## config.mk

```make
export PLATFORM = sky130hd
export DESIGN_NAME = pwm_rgb_capture
export DESIGN_NICKNAME = d
export VERILOG_FILES = /design/src/rtl/pwm_rgb_capture.sv
export SDC_FILE = /design/constraint.sdc
export NUM_CORES = 1
export LEC_CHECK = 0
export BUFFER_PORTS_ARGS = -buffer_cell sky130_fd_sc_hd__buf_2
export CORE_UTILIZATION = 36
export DETAILED_ROUTE_END_ITERATION = 16
export GPL_ROUTABILITY_DRIVEN = 0
export GPL_TIMING_DRIVEN = 1
export MAX_ROUTING_LAYER = met4
export PLACE_DENSITY = 0.56
export SLEW_MARGIN = 20
export SYNTH_ARGS = -nofsm -noshare
export SYNTH_HDL_FRONTEND = slang
export SYNTH_SLANG_ARGS = --single-unit
```

## constraint.sdc

```tcl
create_clock -name clk -period 3.15 [get_ports clk]
set_clock_uncertainty 0.15 [all_clocks]
set_input_delay 0.315 -clock clk [delete_from_list [all_inputs] [get_ports clk]]
set_output_delay 0.315 -clock clk [all_outputs]
set_load 0.05 [all_outputs]
```

## src/rtl/pwm_rgb_capture.sv

```systemverilog
// Recovers an RGB565 colour from three LED PWM streams by counting high samples per frame.
// Optional macro PWM_CAPTURE_SYNC_EN adds a two-flop synchronizer on each LED input.
module pwm_rgb_capture #(
  parameter int unsigned FRAME_LOG2 = 6
) (
  input  logic        clk,
  input  logic        rst,
  input  logic        en,
  input  logic        rLED,
  input  logic        gLED,
  input  logic        bLED,
  output logic [15:0] colorOut,
  output logic        colorValid,
  output logic        colorChanged
);

  localparam int unsigned CntW = FRAME_LOG2 + 1;

  typedef enum logic [0:0] {StIdle, StMeasure} state_e;

  state_e                state_q;
  logic [FRAME_LOG2-1:0] frame_q;
  logic [CntW-1:0]       r_cnt_q, g_cnt_q, b_cnt_q;
  logic [CntW-1:0]       r_cnt_d, g_cnt_d, b_cnt_d;
  logic [FRAME_LOG2-1:0] r_sat, g_sat, b_sat;
  logic [15:0]           color_d;
  logic [2:0]            led_smp;

`ifdef PWM_CAPTURE_SYNC_EN
  logic [2:0] sync1_q, sync2_q;

  // Held clear in IDLE so the first two samples of a fresh frame read as 0.
  always_ff @(posedge clk) begin
    if (rst || (state_q == StIdle)) begin
      sync1_q <= '0;
      sync2_q <= '0;
    end else begin
      sync1_q <= {rLED, gLED, bLED};
      sync2_q <= sync1_q;
    end
  end

  assign led_smp = sync2_q;
`else
  assign led_smp = {rLED, gLED, bLED};
`endif

  function automatic logic [FRAME_LOG2-1:0] saturate(input logic [CntW-1:0] cnt);
    return cnt[FRAME_LOG2] ? '1 : cnt[FRAME_LOG2-1:0];
  endfunction

  always_comb begin
    r_cnt_d = r_cnt_q + {{FRAME_LOG2{1'b0}}, led_smp[2]};
    g_cnt_d = g_cnt_q + {{FRAME_LOG2{1'b0}}, led_smp[1]};
    b_cnt_d = b_cnt_q + {{FRAME_LOG2{1'b0}}, led_smp[0]};
    r_sat   = saturate(r_cnt_d);
    g_sat   = saturate(g_cnt_d);
    b_sat   = saturate(b_cnt_d);
    color_d = {r_sat[FRAME_LOG2-1 -: 5], g_sat[FRAME_LOG2-1 -: 6], b_sat[FRAME_LOG2-1 -: 5]};
  end

  always_ff @(posedge clk) begin
    if (rst) begin
      state_q      <= StIdle;
      frame_q      <= '0;
      r_cnt_q      <= '0;
      g_cnt_q      <= '0;
      b_cnt_q      <= '0;
      colorOut     <= 16'h0000;
      colorValid   <= 1'b0;
      colorChanged <= 1'b0;
    end else begin
      colorValid   <= 1'b0;
      colorChanged <= 1'b0;
      case (state_q)
        StIdle: begin
          frame_q <= '0;
          r_cnt_q <= '0;
          g_cnt_q <= '0;
          b_cnt_q <= '0;
          if (en) state_q <= StMeasure;
        end
        StMeasure: begin
          if (!en) begin
            // Abort wins over a coincident frame end; partial counts are dropped.
            state_q <= StIdle;
            frame_q <= '0;
            r_cnt_q <= '0;
            g_cnt_q <= '0;
            b_cnt_q <= '0;
          end else if (&frame_q) begin
            colorOut     <= color_d;
            colorValid   <= 1'b1;
            colorChanged <= (color_d != colorOut);
            frame_q      <= '0;
            r_cnt_q      <= '0;
            g_cnt_q      <= '0;
            b_cnt_q      <= '0;
          end else begin
            frame_q <= frame_q + 1'b1;
            r_cnt_q <= r_cnt_d;
            g_cnt_q <= g_cnt_d;
            b_cnt_q <= b_cnt_d;
          end
        end
        default: state_q <= StIdle;
      endcase
    end
  end

endmodule

```

# --- Yosys cells after proc, flatten, opt, wreduce, memory -nomap -nowiden ---
# Cells that the tools add are included.
word_totals:
  elab_cells: 37
  regBits: 46
  in_bits: 6
  output_inout_bits: 18
op_classes:
  muxes: 17
  n_bitwise: 3
  reduce_logical: 4
  n_eq_ne: 1
  n_addsub: 4
op_table:
  columns: ["op", "n"]
  rows:
  - ["$mux W7", 6]
  - ["$pmux W7 S2", 3]
  - ["$mux W6", 5]
  - ["$add A7 B1 Y7", 3]
  - ["$ne A16 B16 Y1", 1]
  - ["$pmux W6 S2", 1]
  - ["$reduce_and A8 Y1", 1]
  - ["$add A6 B1 Y6 const B", 1]
  - ["$reduce_and A6 Y1", 1]
  - ["$reduce_or A4 Y1", 1]
  - ["$not A1 Y1", 3]
  - ["$reduce_or A3 Y1", 1]
  - ["$mux W1", 2]

# --- Logic depth before layout (Yosys ltp) ---
logic_depth:
  ltp_word: 4
  mapped_depth: 10
  depth_no_buf: 9

# --- Least setup slack after synthesis ---
# No wires, ideal clock.
synth_path:
  kind: "input port to flip-flop"
  startpoint: "input gLED"
  endpoint: "register colorChanged"
  path_buffers: 1
  stages: 10
  arrival_time_ns: 1.865
  required_time_ns: 2.861
  setup_slack_ns: 0.996
  setup_ns: 0.139
  path_cell_list: "ha_1 -> ha_1 -> buf_2 -> nand3_2 -> o21a_1 -> nor3_1 -> xor2_1 -> nand2_1 -> a2111oi_2 -> a311oi_1"
synth_between:
  elab_chain_cells: 3
synth_rtl:
  columns: ["item", "line", "source"]
  rows:
  - ["start: declaration", "10", "input logic gLED,"]
  - ["$add A7 B1 Y7", "54", "g_cnt_d = g_cnt_q + {{FRAME_LOG2{1'b0}}, led_smp[1]};"]
  - ["$mux W6", "49", "return cnt[FRAME_LOG2] ? '1 : cnt[FRAME_LOG2-1:0];"]
  - ["$ne A16 B16 Y1", "94", "colorChanged <= (color_d != colorOut);"]
  - ["end signal: assignment", "94", null]
  - ["end: declaration", "14", "output logic colorChanged"]
# No other way between the ends.
# A chain may end at the register's enable or synchronous reset.

# --- Final worst setup path ---
layout_path:
  startpoint: "register g_cnt_q[0]"
  endpoint: "register colorChanged"
layout_between:
  elab_chain_cells: 3
layout_rtl:
  columns: ["item", "line", "source"]
  rows:
  - ["start: declaration", "23", "logic [CntW-1:0] r_cnt_q, g_cnt_q, b_cnt_q;"]
  - ["start signal: assignment", "102", "g_cnt_q <= g_cnt_d;"]
  - ["$add A7 B1 Y7", "54", null]
  - ["$mux W6", "49", null]
  - ["$ne A16 B16 Y1", "94", null]
# No other way between the ends.

==> run_results.csv <==
group,metric,value,unit
synth,syn_area_per_cell,8.44,um2
synth,synth.most_common_cell,"dfxtp_1",
final_layout,num_antenna_cells,0,
final_layout,regArea,921,um2
clocking,cts_setup_buffers,0,
synth,synth_mux_area_frac,0.00444,
final_layout,drive_above_1_share,0.134,
synth,synthXorXnorAreaFrac,0.167,
synth,synthTopCellsByCount,"dfxtp_1 (46), nor2_1 (42), nand2_1 (24), xnor2_1 (24), xor2_1 (19)",
clocking,worstSkewPairLatency,290,ps
sta,slew_viol_final,0,
grt,grt.overflow.total,0,
clocking,htreeDepth,2,
pwr,p_leak,0.968,nW
clocking,numCtsBuffers,5,
route,vias,1746,
synth,synth_nets,280,
final_layout,syn_to_final_growth,10.8,%
setup_path,path_max_fanout,6,
grt,grt_pass1_wl,7420,um
route,wl_per_cell,12.3,um
sta,hold_violations,0,
route,wirelength,4420,um
sta,fmax,416,MHz
outcome,status,"complete, no violations",
synth,syn_area,2250,um2
placed_design,hpwl,3230,um
clocking,cts_tree,"built",
route,ant_nets,0,
synth,synthDominantCellAreaShare,0.409,
grt,antenna_found_initial,0,
route,viasPerCell,4.88,
final_layout,fillerInstances,600,
sta,final.period_utilization,0.763,
final_layout,multi_input_area,1230,um2
grt,grt_max_degree,22,
pwr,ir_worst_vdd,0.234,mV
pwr,total_power,1.03,mW
synth,synth_edf_count,0,
sta,slew_headroom,0.526,
route,drt_pre_antenna_iters,4,
pwr,power_density,413,nW/um2
synth,syn-instance-count,267,
synth,synth_largest_area_cell,"dfxtp_1",
setup_path,crit_family,"compound AO/OA/AOI/OAI gates",
clocking,clock-sinks,46,
clocking,postCtsHoldBufs,0,
final_layout,nNetsFinal,295,
synth,synth_top_family_by_area,"simple AND/OR/NAND/NOR gates",
route,drc,0,
setup_path,arrival,2420,ps
job,drv_cap,0,
synth,synth-seq-area-share,0.409,
sta,min_period,2400,ps
die,num_rows,28,
synth,ys_ff_latch,46,
synth,ys_dominant_reg_cell,"dfxtp_1",
setup_path,crit_type,"flip-flop to flip-flop",
setup_path,worst_setup_path_start_kind,"flip-flop",
setup_path,cp_common_cell,"ha_1",
setup_path,crit_required,3160,ps
setup_path,slowest_delay,320,ps
die,fp.coreArea,5990,um2
synth,synthAdderAreaFrac,0.0389,
clocking,cts-root-buf,"clkbuf_8",
synth,ys_types,36,
synth,ys_warn_count,0,
clocking,clkTransAtPathRegs,90,ps
placed_design,port_buffers,23,
die,fp.dieArea,6580,um2
grt,grt_pass1_vias,1577,
synth,synth-compound-area-share,0.106,
sta,setup_viol,0,
synth,async_flop_share,0,
synth,synth_area_leaders,"dfxtp_1 (41%), xnor2_1 (9.3%), xor2_1 (7.4%)",
die,initial_utilization,0.376,
clocking,clockBufferDepth,2,
hold_path,hold_class,"input pin to flip-flop",
synth,synth-simple-area-share,0.230,
setup_path,end_kind,"flip-flop",
route,first_iter_violations,71,
die,ios,24,
sta,setup_tns,0,ps
sta,tightest_slew,709,ps
sta,grt_setup_unrepaired,"false",
setup_path,crit_buf_inv,0,
clocking,post_cts_resize_count,0,
die,die_h,81.1,um
setup_path,cp_slowest_cell,"dfxtp_1",
die,dieWidth,81.1,um
grt,grt_usage,0.155,
setup_path,path_cells,"ha_1, ha_1, nand3_2, o21a_1, nor3_1, xor2_1, nand2_1, a2111oi_2, a311oi_1",
[kinds of logic after synthesis]
family                   Yosys count
buffers and inverters             21
multiplexers                       1
adder cells (fa/ha/maj)            7
AND/OR/NAND/NOR                  112
flip-flops                        46
XOR/XNOR                          43
AO/OA/AOI/OAI                     37
[metal layers]
layer	vias to the layer above	part of all wire	routed length (um)	track usage
li1	926	-	-	-
met1	771	0.48	2140	0.208
met2	44	0.44	1940	0.229
met4	0	0.0084	37	0.0482
met5	-	0	0	-
met3	5	0.069	303	0.0348
[state kept, by name, indices dropped and copies added, names as in the netlist]
name and cells:
colorChanged 1, colorOut 16, b_cnt_q 7, g_cnt_q 7
frame_q 6, state_q 1, colorValid 1, r_cnt_q 7
[final timing paths]
kind	startpoint	end	slack, ps	cells after the start
max	g_cnt_q[0]	colorChanged	750	9
min	en	state_q	90	2
max reg2reg	g_cnt_q[0]	colorChanged	750	9
min reg2reg	frame_q[0]	frame_q[0]	310	1
[power by group]
group	total (mW)	leakage, nW	internal [mW]	switching [mW]
Combinational	0.0191	0.539	0.00656	0.0125
Clock	0.429	0.0579	0.234	0.196
Sequential	0.583	0.371	0.583	0.000653
[layout by cell type (no fill, tap or decap), types with 2 or more instances in the layout]
cell	instances
a211oi_1	3
nor2_1	42
and3_1	9
o21ai_1	2
a21oi_1	14
clkinv_2	2
clkbuf_8	5
xnor2_1	24
buf_2	23
nor2b_1	2
a31oi_1	6
dfxtp_1	46
inv_1	5
or2_2	2
a311oi_1	4
o21ai_0	3
xor2_1	19
nand2_1	24
ha_1	7
nand3_1	15
nor3_1	10
[area by class of cell]
| cell class | instances | share of cell area |
|---|---|---|
| sequential | 46 | 0.369 |
| inverter | 5 | 0.00752 |
| tap | 75 | 0.0376 |
| timing repair buffer | 24 | 0.0491 |
| clock buffer | 5 | 0.0276 |
| clock inverter | 3 | 0.0160 |
| multi-input combinational | 200 | 0.493 |
[worst reg2reg max path: stages, from the launching register on]
cell	delay, ps
dfxtp_1	320
ha_1	150
ha_1	310
nand3_2	170
o21a_1	250
nor3_1	290
xor2_1	180
nand2_1	100
a2111oi_2	220
a311oi_1	140
[per-stage QoR]
stage,utilization,cell area [um2],std cells,hold WS (ps),setup slack [ps]
global placement,0.398,2390,350,281,678
floorplan,-,2250,267,268,996
finish,0.417,2500,358,93.0,748
detailed placement,0.398,2390,350,288,614
global route,0.417,2500,358,102,504
CTS,0.417,2500,358,84.3,701
Power figures use the tool's default switching activity.
